===== config.mk =====
export PLATFORM = sky130hd
export DESIGN_NAME = fetch_queue
export DESIGN_NICKNAME = d
export VERILOG_FILES = /design/src/rtl/fetch_queue.sv
export SDC_FILE = /design/constraint.sdc
export NUM_CORES = 1
export LEC_CHECK = 0
export ABC_AREA = 1
export CELL_PAD_IN_SITES_DETAIL_PLACEMENT = 1
export CELL_PAD_IN_SITES_GLOBAL_PLACEMENT = 1
export CORE_UTILIZATION = 37
export CTS_CLUSTER_SIZE = 10
export DETAILED_ROUTE_END_ITERATION = 16
export HOLD_SLACK_MARGIN = 0.03
export PLACE_DENSITY = 0.81
export SYNTH_ARGS = -nofsm -noshare
export SYNTH_HDL_FRONTEND = slang
export SYNTH_SLANG_ARGS = --single-unit

===== constraint.sdc =====
create_clock -name CLK -period 4.6 [get_ports CLK]
set_input_delay 1.38 -clock CLK [delete_from_list [all_inputs] [get_ports CLK]]
set_output_delay 1.38 -clock CLK [all_outputs]
set_load 0.1 [all_outputs]

===== src/rtl/fetch_queue.sv =====
// Fetch stage: samples the PC, keeps one instruction read outstanding and buffers responses in order.
// Optional FETCH_BYPASS_EN: an empty queue forwards a response to the decoder in the same cycle.
module fetch_queue #(
  parameter int DEPTH   = 2,
  parameter int ADDR_W  = 8,
  parameter int INSTR_W = 16
) (
  input  logic               CLK,
  input  logic               areset,
  input  logic [ADDR_W-1:0]  pc_addr,
  output logic               pc_adv,
  input  logic               flush,
  output logic               mem_req,
  output logic [ADDR_W-1:0]  mem_addr,
  input  logic               mem_gnt,
  input  logic               mem_rvalid,
  input  logic [INSTR_W-1:0] mem_rdata,
  output logic               out_valid,
  output logic [INSTR_W-1:0] out_instr,
  output logic [ADDR_W-1:0]  out_addr,
  input  logic               out_ready
);

  localparam int PTR_W = $clog2(DEPTH);
  localparam int CNT_W = $clog2(DEPTH + 1);
  localparam logic [CNT_W-1:0] DEPTH_C = CNT_W'(DEPTH);

  typedef enum logic [1:0] {IDLE, REQ, WAIT} state_t;

  state_t             state_q, state_d;
  logic               disc_q, disc_d;
  logic [ADDR_W-1:0]  addr_q, addr_d;
  logic [CNT_W-1:0]   cnt_q, cnt_d;
  logic [PTR_W-1:0]   rd_q, rd_d;
  logic [PTR_W-1:0]   wr_q, wr_d;

  logic [INSTR_W-1:0] instr_mem [DEPTH];
  logic [ADDR_W-1:0]  addr_mem  [DEPTH];

  logic               resp;
  logic               byp_vld;
  logic               byp_take;
  logic               push;
  logic               pop;
  logic               start;
  logic [CNT_W-1:0]   cnt_after;

  // Queue bookkeeping; flush overrides any push or pop in the same cycle.
  always_comb begin
    resp = (state_q == WAIT) && mem_rvalid;
`ifdef FETCH_BYPASS_EN
    byp_vld = resp && !disc_q && !flush && (cnt_q == '0);
`else
    byp_vld = 1'b0;
`endif
    byp_take  = byp_vld && out_ready;
    push      = resp && !disc_q && !flush && !byp_take;
    pop       = (cnt_q != '0) && out_ready && !flush;
    cnt_after = cnt_q + CNT_W'(push) - CNT_W'(pop);
    cnt_d     = flush ? '0 : cnt_after;
    rd_d      = flush ? '0 : rd_q + PTR_W'(pop);
    wr_d      = flush ? '0 : wr_q + PTR_W'(push);
  end

  // Fetch FSM: a new fetch starts only while the queue still has an unreserved slot.
  always_comb begin
    state_d = state_q;
    disc_d  = disc_q;
    addr_d  = addr_q;
    start   = 1'b0;
    mem_req = 1'b0;
    case (state_q)
      IDLE: start = !flush && (cnt_q < DEPTH_C);
      REQ: begin
        mem_req = 1'b1;
        if (flush)   disc_d  = 1'b1;
        if (mem_gnt) state_d = WAIT;
      end
      WAIT: begin
        if (mem_rvalid) begin
          disc_d  = 1'b0;
          state_d = IDLE;
          start   = !flush && (cnt_after < DEPTH_C);
        end else if (flush) begin
          disc_d = 1'b1;
        end
      end
      default: state_d = IDLE;
    endcase
    if (start) begin
      state_d = REQ;
      addr_d  = pc_addr;
    end
    pc_adv = start && !areset;
  end

  always_ff @(posedge CLK) begin
    if (areset) begin
      state_q <= IDLE;
      disc_q  <= 1'b0;
      addr_q  <= '0;
      cnt_q   <= '0;
      rd_q    <= '0;
      wr_q    <= '0;
    end else begin
      state_q <= state_d;
      disc_q  <= disc_d;
      addr_q  <= addr_d;
      cnt_q   <= cnt_d;
      rd_q    <= rd_d;
      wr_q    <= wr_d;
    end
  end

  always_ff @(posedge CLK) begin
    if (push && !areset) begin
      instr_mem[wr_q] <= mem_rdata;
      addr_mem[wr_q]  <= addr_q;
    end
  end

  always_ff @(posedge CLK) begin
    if (!areset) begin
      assert (!(push && (cnt_q == DEPTH_C)));
    end
  end

  assign mem_addr = addr_q;

  // Head of queue, or the live response when it bypasses an empty queue.
  always_comb begin
    out_valid = (cnt_q != '0);
    out_instr = out_valid ? instr_mem[rd_q] : '0;
    out_addr  = out_valid ? addr_mem[rd_q]  : '0;
    if (byp_vld) begin
      out_valid = 1'b1;
      out_instr = mem_rdata;
      out_addr  = addr_q;
    end
  end

endmodule


==> results.md <==
* Outcome: finished, final reports clean
* R2r setup slk at 2400 ps
* Filler instances at 712
* Crit end category: primary output
* Fin crit share at 0.963
* Largest net degree at the start of global routing at 27
* Asr flop ratio synth at 0
* Post-synth top area cell: edfxtp_1
* DRT Wirelength at 5720 µm
* Leak pwr at between 1 and 1.5 nW
* N_diodes at 0
* Via count at 1864
* Sequential area share after synthesis at 0.683
* Via density at ~4.8
* DIE AREA at between 7000 and 8000 µm²
* Worst VDD drop at 0.233 mV
* Area growth syn-to-layout at 36.0%
* CTS buffer count at 9
* Worst-Margin Slew at 975 ps
* Fmax at 226 MHz
* Worst R2R Path Depth at 15
* Setup_tns at 0 ps
* Fin area at approximately 3500 µm²
* Final Max Tran Viols at 0
* DRC viols at 0
* Worst slew margin at 0.348
* Post-Synthesis Cells at between 200 and 250
* Mapped Area at roughly 2500 µm²
* Ports at 65
* Syn_nets at between 200 and 300
* Worst reg2reg path startpoint: state_q[0]
* Clock sink count at 63
* # H-tree levels at 3
* Crit Path Class: input port to primary output
* Dpl ws at -41.4 ps
* Final ANT Viol Nets at 0
* Post-CTS Setup Inserts at 0
* Clock latency on the worst-skew pair at around 340 ps
* Fin worst setup slack at approximately 170 ps
* DP Area at between 3000 and 4000 µm²
* CTS tree: built
* 1st-iter DRT viols at around 40
* R2R Path End: mem_addr[1]
* Count leader, synth: nand2_1
* Distinct cells, synth at 24
* Hold Fails Final Rpt at 0
* Maximum clock insertion buffer count at 2
* Synth area leaders: edfxtp_1 57%, dfxtp_1 12%, nand2_1 11%
* Crit path from: out_ready
* Avg Cell Area, Syn at 11.2 µm²
* FF+latch count, synth at 63
* Hold buffer count at cts at 0
* Worst Path Required at between 3000 and 4000 ps
* RePlAce Congestion at about 0.75
* Die Span Y at roughly 85 µm
* WL/cell at roughly 15 µm
* First-pass GRT wire length at ~9200 µm
* Final setup violation count at 0
* Unrepaired setup endpoints after global routing: false
* Worst Path Max Fanout at 3
* Min cycle time layout at 4430 ps
* Layout cells sized above 1 at 0.220
* Row count at 29
* Synth top cells by count: 72 x nand2_1, 48 x edfxtp_1, 28 x a21oi_1
* Core area at 6490 µm²
* Gr usage total at 0.173
* Main synth FF type: edfxtp_1
* Drt first pass iters at 4
* Final nets at about 340
* Tightest Hold Check Type: flip-flop to flip-flop
* Number of global-route vias before repair at roughly 1.9k
* Initial antenna violation count at 0
* CTS Root Cell: clkbuf_8
* Initial core utilization at 0.393
* P per Cell Area at roughly 340 nW/µm²
* Top cell type's share of synthesized area at 0.565
* Number of synthesized flops with an enable pin at 48
* Port bufs at 64
* CP Capture Point: pc_adv
* Max-cap violations at 0
* Worst Path Arrival at slightly above 3000 ps
* Startpoint Class: input port
* Worst Skew at between 9 and 10 ps
* Power consumption at ~0.0012 W
* Overflow after GRT at 0
* CTS clk-pin slew, worst paths at ~60 ps
* Synth Warn # at 0
* Chip width at between 80 and 90 µm
* DPL Wire Length at approximately 4000 µm
[cell type report]
cell class                      count  area [µm²]  area share
Sequential cell                    63        1740       0.502
Clock buffer                       11         131      0.0379
Multi-Input combinational cell    139         722       0.208
Clock inverter                      5        25.0     0.00722
Timing Repair Buffer               75         691       0.199
Inverter                           16        60.1      0.0173
Tap cell                           77        96.3      0.0278
[layout by cell type (no fill, tap or decap)]
cell and instances:
nor2_1 5, ha_1 4, nand2_2 5, buf_12 2, nand2_4 2, nand2_1 71
edfxtp_1 48, clkdlybuf4s50_1 37, clkinvlp_4 1, nand3_4 1, clkinv_1 3, nor2_2 1
nand3_2 1, a21oi_1 28, ha_4 1, clkbuf_1 2, a311oi_1 1, o21bai_1 1
buf_4 34, dlymetal6s2s_1 2, o21ai_0 4, inv_1 11, nand3_1 9, dfxtp_1 15
clkbuf_8 9, inv_2 4, nor2_4 2, nor3_2 3, clkinv_2 2
[how the worst min path moves through the flow]
stage,startpoint,cells past startpoint,to
after floorplan,wr_q,2,wr_q
after global placement,mem_addr[5],2,mem_addr[5]
after detailed placement,mem_addr[3],2,mem_addr[3]
after CTS,mem_addr[3],2,mem_addr[3]
after global routing,mem_addr[3],2,mem_addr[3]
final,mem_addr[6],2,mem_addr[6]
[flip-flops by register name (all words and copies together), names as in the netlist]
name	flops
wr_q	1
instr_mem	32
addr_mem	16
state_q	2
disc_q	1
rd_q	1
mem_addr	8
cnt_q	2
[worst max-delay path: stages]
cell and delay [ps]:
clkdlybuf4s50_1 460, nand2_1 80, nor2_1 110, ha_1 250, inv_2 80, ha_4 130, inv_1 60, nand2_4 80
nand3_4 70, nand2_4 70, nand2_2 50, inv_2 70, buf_12 160
[power breakdown]
part / switching (W) / total [W] / internal, W
Clock: 0.000204 / 0.000394 / 0.000190
Sequential: 0.00000826 / 0.000631 / 0.000623
Combinational: 0.000105 / 0.000160 / 0.0000547
Total: 0.000317 / 0.00118 / 0.000867
[kinds of logic (layout without fill, tap and decap cells)]
kind of cell,Yosys count,count (layout),synth area share
buffers and inverters,25,107,0.0437
adders and majority gates,5,5,0.0245
and+or+nand+nor,100,100,0.180
DFF,63,63,0.683
AOI/OAI and AO/OA,34,34,0.0692
[metrics by stage]
step	instances	util	hold slack [ps]
6_report	386	0.534	481
4_1_cts	386	0.531	488
2_1_floorplan	227	-	460
3_3_place_gp	370	0.507	467
3_5_place_dp	370	0.507	476
5_1_grt	386	0.534	513
[metal layers]
layer	wire [µm]	global-route usage	vias up
li1	-	-	922
met2	2910	0.293	51
met3	351	0.0593	11
met1	2350	0.196	880
met5	0	0	-
met4	110	0.0832	0
[timing repair]
item                                    CTS  global route
endpoints found under the setup margin    1             1
gates resized for setup                   3             4
hold endpoints to repair                  0             0
(Power assumes the default switching activity.)
